--- config.mk ---
export PLATFORM = sky130hd
export DESIGN_NAME = urv_uart_tx_flat
export DESIGN_NICKNAME = d
export VERILOG_FILES = /design/src/rtl/urv_uart_pkg.sv /design/src/rtl/urv_uart_tx_if.sv /design/src/rtl/urv_sync_fifo.sv /design/src/rtl/urv_uart_tx.sv /design/src/flat_wrapper.sv
export SDC_FILE = /design/constraint.sdc
export NUM_CORES = 1
export LEC_CHECK = 0
export CORE_MARGIN = 2
export CORE_UTILIZATION = 55
export CTS_CLUSTER_SIZE = 14
export DETAILED_ROUTE_END_ITERATION = 12
export DONT_BUFFER_PORTS = 1
export PLACE_DENSITY = 0.73
export SLEW_MARGIN = 20
export SYNTH_ARGS = -nofsm -noshare
export SYNTH_HDL_FRONTEND = slang
export SYNTH_HIERARCHICAL = 1
export SYNTH_SLANG_ARGS = --single-unit
--- constraint.sdc ---
create_clock -name clk_i -period 3.7 [get_ports clk_i]
set_clock_uncertainty 0.05 [all_clocks]
set_input_delay 0.555 -clock clk_i [delete_from_list [all_inputs] [get_ports clk_i]]
set_output_delay 0.555 -clock clk_i [all_outputs]
set_load 0.03 [all_outputs]
--- src/rtl/urv_uart_pkg.sv ---
// Shared constants for the uRV UART transmitter: register offsets,
// STATUS bit positions and the transmit FSM state encoding.
package urv_uart_pkg;

  localparam logic [2:0] TXDATA_OFS = 3'd0;
  localparam logic [2:0] STATUS_OFS = 3'd4;

  localparam int FULL_BIT  = 0;
  localparam int EMPTY_BIT = 1;
  localparam int BUSY_BIT  = 2;
  localparam int OVF_BIT   = 3;
  localparam int LEVEL_LSB = 4;
  localparam int LEVEL_MSB = 7;

  typedef enum logic [1:0] {
    IDLE  = 2'd0,
    START = 2'd1,
    DATA  = 2'd2,
    STOP  = 2'd3
  } tx_state_t;

endpackage

--- src/rtl/urv_uart_tx_if.sv ---
// uRV data-memory bus as seen by a memory-mapped peripheral.
// master = CPU side, slave = peripheral side.
interface urv_uart_tx_if;
  logic [31:0] dm_addr_i;
  logic [31:0] dm_data_s_i;
  logic [3:0]  dm_data_select_i;
  logic        dm_store_i;
  logic [31:0] dm_data_l_o;
  logic        sel_o;

  modport master (
    output dm_addr_i, dm_data_s_i, dm_data_select_i, dm_store_i,
    input  dm_data_l_o, sel_o
  );

  modport slave (
    input  dm_addr_i, dm_data_s_i, dm_data_select_i, dm_store_i,
    output dm_data_l_o, sel_o
  );
endinterface

--- src/rtl/urv_sync_fifo.sv ---
// Synchronous FIFO, first-word-fall-through dout; push/pop take effect at the edge.
// A push while full is accepted only together with a pop; otherwise it is ignored.
module urv_sync_fifo #(
  parameter int DW = 8,
  parameter int AW = 3
) (
  input  logic          clk_i,
  input  logic          rst,
  input  logic          push,
  input  logic          pop,
  input  logic [DW-1:0] din,
  output logic [DW-1:0] dout,
  output logic          full,
  output logic          empty,
  output logic [AW:0]   level
);

  localparam logic [AW:0] DEPTH = {1'b1, {AW{1'b0}}};

  logic [DW-1:0] mem [0:(1<<AW)-1];
  logic [AW-1:0] wr_ptr;
  logic [AW-1:0] rd_ptr;
  logic          do_push;
  logic          do_pop;

  assign full    = (level == DEPTH);
  assign empty   = (level == '0);
  assign do_pop  = pop && !empty;
  assign do_push = push && (!full || do_pop);
  assign dout    = mem[rd_ptr];

  always_ff @(posedge clk_i) begin
    if (do_push) mem[wr_ptr] <= din;
  end

  always_ff @(posedge clk_i or negedge rst) begin
    if (!rst) begin
      wr_ptr <= '0;
      rd_ptr <= '0;
      level  <= '0;
    end else begin
      if (do_push) wr_ptr <= wr_ptr + 1'b1;
      if (do_pop)  rd_ptr <= rd_ptr + 1'b1;
      level <= level + {{AW{1'b0}}, do_push} - {{AW{1'b0}}, do_pop};
    end
  end

endmodule

--- src/rtl/urv_uart_tx.sv ---
// Memory-mapped 8N1 UART transmitter; loads return one cycle after the address.
// Stores into a full FIFO are dropped and latch the sticky overflow flag.
module urv_uart_tx
  import urv_uart_pkg::*;
#(
  parameter logic [31:0] BASE_ADDR = 32'h1000_0010,
  parameter int          CLK_DIV   = 104,
  parameter int          FIFO_AW   = 3
) (
  input  logic         clk_i,
  input  logic         rst,
  urv_uart_tx_if.slave bus,
  output logic         txd_o
);

  localparam logic [15:0] DIV_M1 = 16'(CLK_DIV - 1);

  logic               sel;
  logic               lane_store;
  logic               wr_txdata;
  logic               wr_status;
  logic               push_ok;
  logic               pop;
  logic               full;
  logic               empty;
  logic [7:0]         fifo_dout;
  logic [FIFO_AW:0]   level;
  logic               ovf;
  logic [31:0]        status;
  logic               unused_bits;

  tx_state_t   state, state_d;
  logic [15:0] baud, baud_d;
  logic [2:0]  bit_idx, bit_idx_d;
  logic [7:0]  shift, shift_d;
  logic        txd_d;

  assign sel         = (bus.dm_addr_i[31:3] == BASE_ADDR[31:3]);
  assign bus.sel_o   = sel;
  assign lane_store  = sel && bus.dm_store_i && bus.dm_data_select_i[0];
  assign wr_txdata   = lane_store && (bus.dm_addr_i[2] == TXDATA_OFS[2]);
  assign wr_status   = lane_store && (bus.dm_addr_i[2] == STATUS_OFS[2]);
  // A pop in the same cycle frees the slot the incoming byte needs.
  assign push_ok     = !full || pop;
  assign unused_bits = ^{bus.dm_addr_i[1:0], bus.dm_data_s_i[31:8], bus.dm_data_select_i[3:1]};

  urv_sync_fifo #(.DW(8), .AW(FIFO_AW)) u_fifo (
    .clk_i (clk_i),
    .rst   (rst),
    .push  (wr_txdata),
    .pop   (pop),
    .din   (bus.dm_data_s_i[7:0]),
    .dout  (fifo_dout),
    .full  (full),
    .empty (empty),
    .level (level)
  );

  always_comb begin
    status                      = '0;
    status[FULL_BIT]            = full;
    status[EMPTY_BIT]           = empty;
    status[BUSY_BIT]            = (state != IDLE);
    status[OVF_BIT]             = ovf;
    status[LEVEL_MSB:LEVEL_LSB] = 4'(level);
  end

  always_ff @(posedge clk_i or negedge rst) begin
    if (!rst) begin
      ovf             <= 1'b0;
      bus.dm_data_l_o <= '0;
    end else begin
      if (wr_txdata && !push_ok)                       ovf <= 1'b1;
      else if (wr_status && bus.dm_data_s_i[OVF_BIT])  ovf <= 1'b0;
      bus.dm_data_l_o <= (sel && bus.dm_addr_i[2] == STATUS_OFS[2]) ? status : '0;
    end
  end

  always_ff @(posedge clk_i or negedge rst) begin
    if (!rst) begin
      state   <= IDLE;
      baud    <= '0;
      bit_idx <= '0;
      shift   <= '0;
      txd_o   <= 1'b1;
    end else begin
      state   <= state_d;
      baud    <= baud_d;
      bit_idx <= bit_idx_d;
      shift   <= shift_d;
      txd_o   <= txd_d;
    end
  end

  always_comb begin
    state_d   = state;
    baud_d    = baud;
    bit_idx_d = bit_idx;
    shift_d   = shift;
    pop       = 1'b0;
    case (state)
      IDLE: begin
        if (!empty) begin
          pop     = 1'b1;
          shift_d = fifo_dout;
          baud_d  = DIV_M1;
          state_d = START;
        end
      end
      START: begin
        if (baud == '0) begin
          baud_d    = DIV_M1;
          bit_idx_d = '0;
          state_d   = DATA;
        end else begin
          baud_d = baud - 16'd1;
        end
      end
      DATA: begin
        if (baud == '0) begin
          baud_d  = DIV_M1;
          shift_d = shift >> 1;
          if (bit_idx == 3'd7) state_d = STOP;
          else                 bit_idx_d = bit_idx + 3'd1;
        end else begin
          baud_d = baud - 16'd1;
        end
      end
      STOP: begin
        // Chain straight into the next start bit so back-to-back frames have no gap.
        if (baud == '0) begin
          if (!empty) begin
            pop     = 1'b1;
            shift_d = fifo_dout;
            baud_d  = DIV_M1;
            state_d = START;
          end else begin
            state_d = IDLE;
          end
        end else begin
          baud_d = baud - 16'd1;
        end
      end
      default: state_d = IDLE;
    endcase
  end

  always_comb begin
    txd_d = 1'b1;
    case (state_d)
      START:   txd_d = 1'b0;
      DATA:    txd_d = shift_d[0];
      default: txd_d = 1'b1;
    endcase
  end

endmodule

--- src/flat_wrapper.sv ---
// flat-port wrapper written by rule: the top's interface ports become plain ports
module urv_uart_tx_flat import urv_uart_pkg::*;
#(
  parameter logic [31:0] BASE_ADDR = 32'h1000_0010,
  parameter int          CLK_DIV   = 104,
  parameter int          FIFO_AW   = 3
)
  (clk_i, rst, txd_o, bus_dm_addr_i, bus_dm_data_s_i, bus_dm_data_select_i, bus_dm_store_i, bus_dm_data_l_o, bus_sel_o);
  urv_uart_tx_if bus_i ();
  input  logic clk_i;
  input  logic rst;
  output logic txd_o;
  input wire logic [$bits(bus_i.dm_addr_i)-1:0] bus_dm_addr_i;
  input wire logic [$bits(bus_i.dm_data_s_i)-1:0] bus_dm_data_s_i;
  input wire logic [$bits(bus_i.dm_data_select_i)-1:0] bus_dm_data_select_i;
  input wire logic [$bits(bus_i.dm_store_i)-1:0] bus_dm_store_i;
  output wire logic [$bits(bus_i.dm_data_l_o)-1:0] bus_dm_data_l_o;
  output wire logic [$bits(bus_i.sel_o)-1:0] bus_sel_o;
  assign bus_i.dm_addr_i = bus_dm_addr_i;
  assign bus_i.dm_data_s_i = bus_dm_data_s_i;
  assign bus_i.dm_data_select_i = bus_dm_data_select_i;
  assign bus_i.dm_store_i = bus_dm_store_i;
  assign bus_dm_data_l_o = bus_i.dm_data_l_o;
  assign bus_sel_o = bus_i.sel_o;
  urv_uart_tx #(.BASE_ADDR(BASE_ADDR), .CLK_DIV(CLK_DIV), .FIFO_AW(FIFO_AW)) u_core (.clk_i(clk_i), .rst(rst), .bus(bus_i), .txd_o(txd_o));
endmodule
==> flow_summary_export.csv, run 1 <==
group,metric,value,unit
worst_setup_path,critical_path.startpoint,"u_core/baud[0]$_DFF_PN0_",
route,viasPerCell,5.92,
yosys,netlist_instances,416,
global_route,overflow,0,
yosys,ys_seq_area_share,56.4,%
cells_and_area,fin_cells,579,
clock_tree,clock_latency,530,ps
route,firstDrtPassIters,4,
yosys,synth_top_family_by_area,"multiplexers",
clock_tree,htreeDepth,4,
pwr,power.share.clock,52.4,%
worst_setup_path,rr_endpoint,"u_core/u_fifo/mem[5][7]$_DFFE_PP_",
sta,finalSetupViolCount,0,
route,ant_nets,0,
pwr,power.share.combinational,1.7,%
sta,finalCritPeriodShare,91.3,%
yosys,yosys_warnings,6,
die,coreArea,9820,µm²
placed_design,dp_cells,545,
worst_setup_path,required,3880,ps
pwr,p_sw,599,µW
global_route,grt_max_degree,50,
die,initial_core_util,56.9,%
yosys,synth.avg_cell_area,13.4,µm²
cells_and_area,fin_area,6240,µm²
yosys,synth.distinct_cells,62,
die,pin_count,105,
die,die_area,11000,µm²
sta,fin_setup_tns,0,ps
placed_design,portBuffers,0,
yosys,muxShareOfSynthArea,11.6,%
cells_and_area,fill_cells,737,
clock_tree,cts_hold_buf,2,
worst_setup_path,worstSetupPathType,"flip-flop to flip-flop",
sta,final_max_slew_viol_count,0,
global_route,antenna_found_initial,0,
pwr,p_int,2.31,mW
placed_design,globalplace.congestion,0.867,
worst_setup_path,r2r-start,"u_core/baud[0]$_DFF_PN0_",
sta,grt_setup_unrepaired,"false",
cells_and_area,final_util,63.6,%
yosys,synth-xor-area-share,1.10,%
cells_and_area,finalNetCount,521,
sta,layout_setup_ws,323,ps
pwr,power_density,466,nW/µm²
yosys,synth_ff_type,"edfxtp_1",
yosys,yosys_register_bits,113,
sta,hold_viol,0,
placed_design,placed_cell_area,5650,µm²
cells_and_area,final_layout_size_suffix_gt1_share,15.0,%
route,post_drt_wl_per_cell,18.6,µm
route,drtIter0Drc,203,
clock_tree,cts_buffers,17,
yosys,synth-compound-area-share,9.52,%
clock_tree,cts_root_buf,"clkbuf_8",
clock_tree,clkTransAtPathRegs,60,ps
clock_tree,post_cts_resized,0,
die,die_x,105,µm
cells_and_area,multi_input_area,2190,µm²
sta,layout_min_cycle_time,3380,ps
sta,max_freq,0.296,GHz
yosys,async_flop_share,43.4,%
yosys,synthSimpleGateAreaFrac,11.3,%
global_route,grt_pass1_wl,17.8,mm
sta,worstMarginPinSlew,874,ps
clock_tree,numClockSinks,113,
route,vias,3426,
yosys,yosys.area_share.adder,3.94,%
global_route,grt_usage,21.4,%
die,rows,36,
cells_and_area,diodes,0,
worst_setup_path,critPathMaxFanout,8,
clock_tree,cts_tree,"done",
worst_setup_path,cp_data_arrival_time,3560,ps
yosys,synth-edff-count,64,
route,drt_wl_total,10.8,mm
clock_tree,post-cts-setup-buffers,0,
sta,maxSlewHeadroom,41.7,%
worst_setup_path,cp-end-kind,"flip-flop",
run,cap_violations,0,
worst_setup_path,r2r_cells,11,
pwr,switching_share,20.6,%
placed_design,dp_hpwl,7.08,mm
route,drc_errors,0,
worst_setup_path,endpoint,"u_core/u_fifo/mem[5][7]$_DFFE_PP_",
cells_and_area,synthToLayoutAreaGrowth,11.8,%
placed_design,dp_slack,342,ps
yosys,synth_area,5580,µm²
outcome,outcome,"finished, final reports clean",
global_route,first_global_vias,3473,
worst_hold_path,min_path_type,"input port to flip-flop",
cells_and_area,register_area,3150,µm²
worst_setup_path,r2r_slack,320,ps
clock_tree,clockBufferDepth,2,
pwr,leakagePower,2.46,nW
pwr,ir_drop,387,µV
die,die_height,105,µm
pwr,seq_power_share,45.9,%
worst_setup_path,start_kind,"flip-flop",
[worst min-delay path by stage]
stage / depth (start not counted) / end / slack [ps] / start
floorplan: 0 / u_core/baud[0]$_DFF_PN0_ / 210 / rst
global placement: 0 / u_core/baud[14]$_DFF_PN0_ / 210 / rst
detailed placement: 0 / u_core/baud[14]$_DFF_PN0_ / 210 / rst
CTS: 0 / u_core/u_fifo/mem[3][2]$_DFFE_PP_ / 40 / bus_dm_data_s_i[2]
global route: 0 / u_core/u_fifo/mem[2][0]$_DFFE_PP_ / 30 / bus_dm_data_s_i[0]
finish: 0 / u_core/u_fifo/mem[2][0]$_DFFE_PP_ / 70 / bus_dm_data_s_i[0]
[cells in the final DEF (no fill, tap or decap), types with 13 or more instances in the layout]
master and instances:
nor2_1 19, clkbuf_16 16, conb_1 24, inv_1 13, a21oi_1 14, dfrtp_1 48
edfxtp_1 64, ha_1 16, mux4_1 16, o21ai_0 22, nand2_1 26
[synth_stat cells (2+ instances only)]
master	n	area share, %
and3_1	8	0.90
buf_1	2	0.13
o31a_1	3	0.47
a22o_1	11	1.7
mux2_2	12	2.4
inv_1	13	0.87
o21ai_0	22	2.0
xnor2_1	5	0.78
nor4_1	12	1.3
o2bb2ai_1	3	0.47
dfrtp_1	48	22
mux2i_1	8	1.4
nand2_1	26	1.7
nand3_1	5	0.45
buf_4	24	3.2
buf_6	3	0.61
o22a_1	5	0.78
nand2b_1	5	0.56
nor4b_1	2	0.31
mux4_1	16	7.5
nor2b_1	2	0.22
nand4_1	3	0.34
o41ai_1	2	0.31
a21oi_1	14	1.3
o221a_2	2	0.40
edfxtp_1	64	34
nor3b_1	6	0.81
xor2_1	2	0.31
nor3_1	12	1.1
clkbuf_1	7	0.47
o31ai_1	2	0.27
a21o_1	4	0.54
nor2_1	19	1.3
ha_1	16	3.6
[critical path, cell delays in order (launching register included)]
cell     delay, ps
dfrtp_1        420
inv_1          100
ha_1           170
nor4b_1        370
and4_2         390
a21oi_1        110
nor3_1         280
buf_4          170
nor2b_1        290
nor2_1         200
nor3_1         280
buf_4          250
[cell families (layout without fill, tap and decap cells)]
| group | after synthesis | after routing |
|---|---|---|
| AO/OA/AOI/OAI | 76 | 76 |
| multiplexers | 37 | 37 |
| AND/OR/NAND/NOR | 113 | 113 |
| adder cells (fa/ha/maj) | 17 | 17 |
| XOR/XNOR | 7 | 7 |
| flip-flops | 113 | 113 |
| other | 1 | 24 |
| buffers and inverters | 52 | 59 |
[registers in the layout (all words and copies together), names as in the netlist]
register	cells
u_core/u_fifo/mem	64
u_core/baud	16
u_core/bus.dm_data_l_o	8
u_core/shift	8
u_core/u_fifo/level	4
u_core/bit_idx	3
u_core/u_fifo/rd_ptr	3
u_core/u_fifo/wr_ptr	3
u_core/state	2
u_core/ovf	1
u_core/txd_o	1
[metal layers]
metal,part of all wire [%],track usage [%]
met1,43,26.3
met2,51,34.5
met3,5.1,7.74
met4,1.3,8.38
met5,0,0
[final cells by class]
| cell class | count | share of cell area [%] |
|---|---|---|
| Clock buffer | 21 | 7.04 |
| Clock inverter | 11 | 1.86 |
| Inverter | 13 | 0.782 |
| Multi-Input combinational cell | 274 | 35.1 |
| Sequential cell | 113 | 50.5 |
| Tap cell | 133 | 2.67 |
| Timing Repair Buffer | 14 | 2.04 |
[power by group through the flow]
stage / Clock [mW] / Combinational (mW) / Sequential (mW)
after detailed placement: 0 / 0.0338 / 1.36
after global routing: 1.61 / 0.0532 / 1.33
after CTS: 1.55 / 0.0495 / 1.33
final: 1.52 / 0.0489 / 1.33
after global placement: 0 / 0.0337 / 1.36
after floorplan: 0 / 0.0533 / 1.36
[per-stage QoR]
step / total power [mW] / hold slack [ps]
final: 2.91 / 66.1
after CTS: 2.94 / 37.3
after detailed placement: 1.39 / 211
after global placement: 1.39 / 210
after global routing: 3.00 / 32.8
after floorplan: 1.41 / 209
Power figures use the tool's default switching activity.
==> run 2: changes to the inputs <==
Settings changed: CTS_BUF_LIST set to sky130_fd_sc_hd__clkbuf_4.
==> run 2 against run 1 <==
Sequential share of layout area increased by 2.4 points; first-iteration DRC count unchanged; hold slack got worse by 1.7 ps; clock-buffer cell count decreased by 1; via count decreased by 0.41%; final cell count unchanged; critical path depth unchanged; clock power decreased by 43%; cell area decreased by 4.5%.
==> flow_summary_export.csv, run 2 (same netlist as run 1, synthesis figures left out) <==
group,metric,value,unit
outcome,outcome,"finished, final reports clean",
pwr,power,2.25,mW
worst_setup_path,r2r_cells,11,
clock_tree,clkTransAtPathRegs,110,ps
cells_and_area,final_layout_size_suffix_gt1_share,15.7,%
sta,layout_min_cycle_time,3260,ps
route,post_drt_wl_per_cell,18.3,µm
worst_setup_path,rr_endpoint,"u_core/u_fifo/mem[5][7]$_DFFE_PP_",
sta,finalSetupViolCount,0,
sta,maxSlewHeadroom,42.1,%
pwr,ir_drop,302,µV
cells_and_area,layout_common_cells,"64 x edfxtp_1, 48 x dfrtp_1, 26 x nand2_1",
global_route,first_global_vias,3405,
worst_hold_path,hold_depth,0,
route,ant_nets,0,
placed_design,dp_cells,545,
die,initial_core_util,56.9,%
global_route,grtUsageMet1,26.2,%
die,die_area,11000,µm²
worst_hold_path,hp-start,"bus_dm_data_s_i[2]",
worst_setup_path,r2r-start,"u_core/baud[0]$_DFF_PN0_",
cells_and_area,fin_cells,579,
clock_tree,clock_latency,530,ps
placed_design,globalplace.congestion,0.867,
global_route,grt_use_met2,33.9,%
sta,finalCritPeriodShare,88.1,%
die,die_x,105,µm
global_route,grt_max_degree,50,
global_route,antenna_found_initial,0,
pwr,power_density,378,nW/µm²
route,viasPerCell,5.89,
route,drc_errors,0,
worst_setup_path,cp-end-kind,"flip-flop",
cells_and_area,finalNetCount,521,
pwr,power.share.combinational,2.2,%
sta,max_freq,0.307,GHz
cells_and_area,fill_cells,787,
cells_and_area,layout_commonest_cell,"edfxtp_1",
cells_and_area,regMostFlops,"u_core/u_fifo/mem",
pwr,p_sw,501,µW
worst_setup_path,cp_data_arrival_time,3430,ps
worst_hold_path,min_to,"u_core/u_fifo/mem[1][2]$_DFFE_PP_",
sta,grt_setup_unrepaired,"false",
route,firstDrtPassIters,5,
placed_design,portBuffers,0,
global_route,overflow,0,
die,pin_count,105,
clock_tree,cts_root_buf,"clkbuf_4",
worst_setup_path,critPathMaxFanout,8,
sta,final_max_slew_viol_count,0,
worst_setup_path,critPathSlowestCell,"dfrtp_1",
clock_tree,clockBufferDepth,2,
worst_setup_path,slowest_delay,430,ps
die,coreArea,9820,µm²
cells_and_area,diodes,0,
sta,hold_viol,0,
route,vias,3412,
worst_setup_path,required,3870,ps
sta,worstMarginPinSlew,868,ps
pwr,p_int,1.75,mW
global_route,grt_busiest_layer,"met2",
pwr,power.share.clock,38.7,%
route,drtIter0Drc,203,
cells_and_area,synthToLayoutAreaGrowth,6.79,%
run,cap_violations,0,
placed_design,dp_hpwl,7.08,mm
worst_setup_path,start_kind,"flip-flop",
worst_hold_path,min_path_type,"input port to flip-flop",
die,die_height,105,µm
cells_and_area,fin_area,5960,µm²
worst_setup_path,path_cells,"inv_1, ha_1, nor4b_2, and4_2, a21oi_1, nor3_1, buf_4, nor2b_1, nor2_1, nor3_1, buf_4",
cells_and_area,biggestRegsByFlops,"u_core/u_fifo/mem x64, u_core/baud x16",
pwr,seq_power_share,59.1,%
cells_and_area,final_util,60.7,%
clock_tree,cts_buffers,17,
route,drt_wl_total,10.6,mm
worst_setup_path,worstSetupPathType,"flip-flop to flip-flop",
global_route,grt_usage,20.9,%
clock_tree,htreeDepth,4,
die,rows,36,
global_route,grt_use_met3,5.80,%
worst_setup_path,r2r_slack,440,ps
clock_tree,numClockSinks,113,
pwr,leakagePower,2.34,nW
pwr,switching_share,22.2,%
placed_design,placed_cell_area,5650,µm²
global_route,grt_pass1_wl,17.5,mm
cells_and_area,largest_register_ffs,64,
sta,fin_setup_tns,0,ps
clock_tree,cts_tree,"done",
[run 2: worst max-delay path by stage]
stage / from / to / slack (ps) / cells after the start
floorplan: bus_dm_addr_i[3] / u_core/u_fifo/mem[4][0]$_DFFE_PP_ / 180 / 6
global placement: u_core/baud[0]$_DFF_PN0_ / u_core/u_fifo/mem[0][1]$_DFFE_PP_ / 400 / 11
detailed placement: u_core/baud[0]$_DFF_PN0_ / u_core/u_fifo/mem[5][2]$_DFFE_PP_ / 340 / 11
CTS: u_core/baud[0]$_DFF_PN0_ / u_core/u_fifo/mem[5][7]$_DFFE_PP_ / 310 / 11
global route: u_core/baud[0]$_DFF_PN0_ / u_core/u_fifo/mem[2][7]$_DFFE_PP_ / 140 / 11
finish: u_core/baud[0]$_DFF_PN0_ / u_core/u_fifo/mem[5][7]$_DFFE_PP_ / 440 / 11
[run 2: what timing repair did]
| item | CTS | global route |
|---|---|---|
| buffers inserted | 0 | 0 |
| resized for setup | 0 | 1 |
| hold buffers | 2 | 0 |
| endpoints found under the setup margin | 0 | 1 |
| endpoints found under the hold margin | 49 | 0 |
[run 2: stage by stage]
step	setup WS (ps)	hold WS, ps
after floorplan	184	209
after global placement	398	210
after detailed placement	342	211
after CTS	310	20.4
after global routing	136	3.46
final	441	64.4
[run 2: per-layer routing]
layer / up-vias / routed length (µm)
li1: 1592 / -
met1: 1710 / 4470
met2: 91 / 5430
met3: 19 / 515
met4: 0 / 167
met5: - / 0
[run 2: worst max-delay path: cells and delay by family, from the launching register on]
kind                       cells  cell delay [ps]
and+or+nand+nor                6             1690
buffers and inverters          3              530
DFF                            1              430
adders and majority gates      1              170
AOI/OAI and AO/OA              1              110
[run 2: power by group through the flow]
stage | logic, mW | clock network, mW | registers [mW]
floorplan | 0.0533 | 0 | 1.36
global placement | 0.0337 | 0 | 1.36
detailed placement | 0.0338 | 0 | 1.36
CTS | 0.0495 | 0.892 | 1.33
global route | 0.0533 | 0.950 | 1.33
finish | 0.0492 | 0.871 | 1.33
[run 2: area by class of cell]
class / count / area (µm²) / area share [%]
inverter: 13 / 48.8 / 0.818
sequential: 113 / 3150 / 52.8
clock inverter: 12 / 120 / 2.01
tap: 133 / 166 / 2.79
timing repair buffer: 14 / 128 / 2.14
multi-input combinational: 274 / 2200 / 36.9
clock buffer: 20 / 150 / 2.52
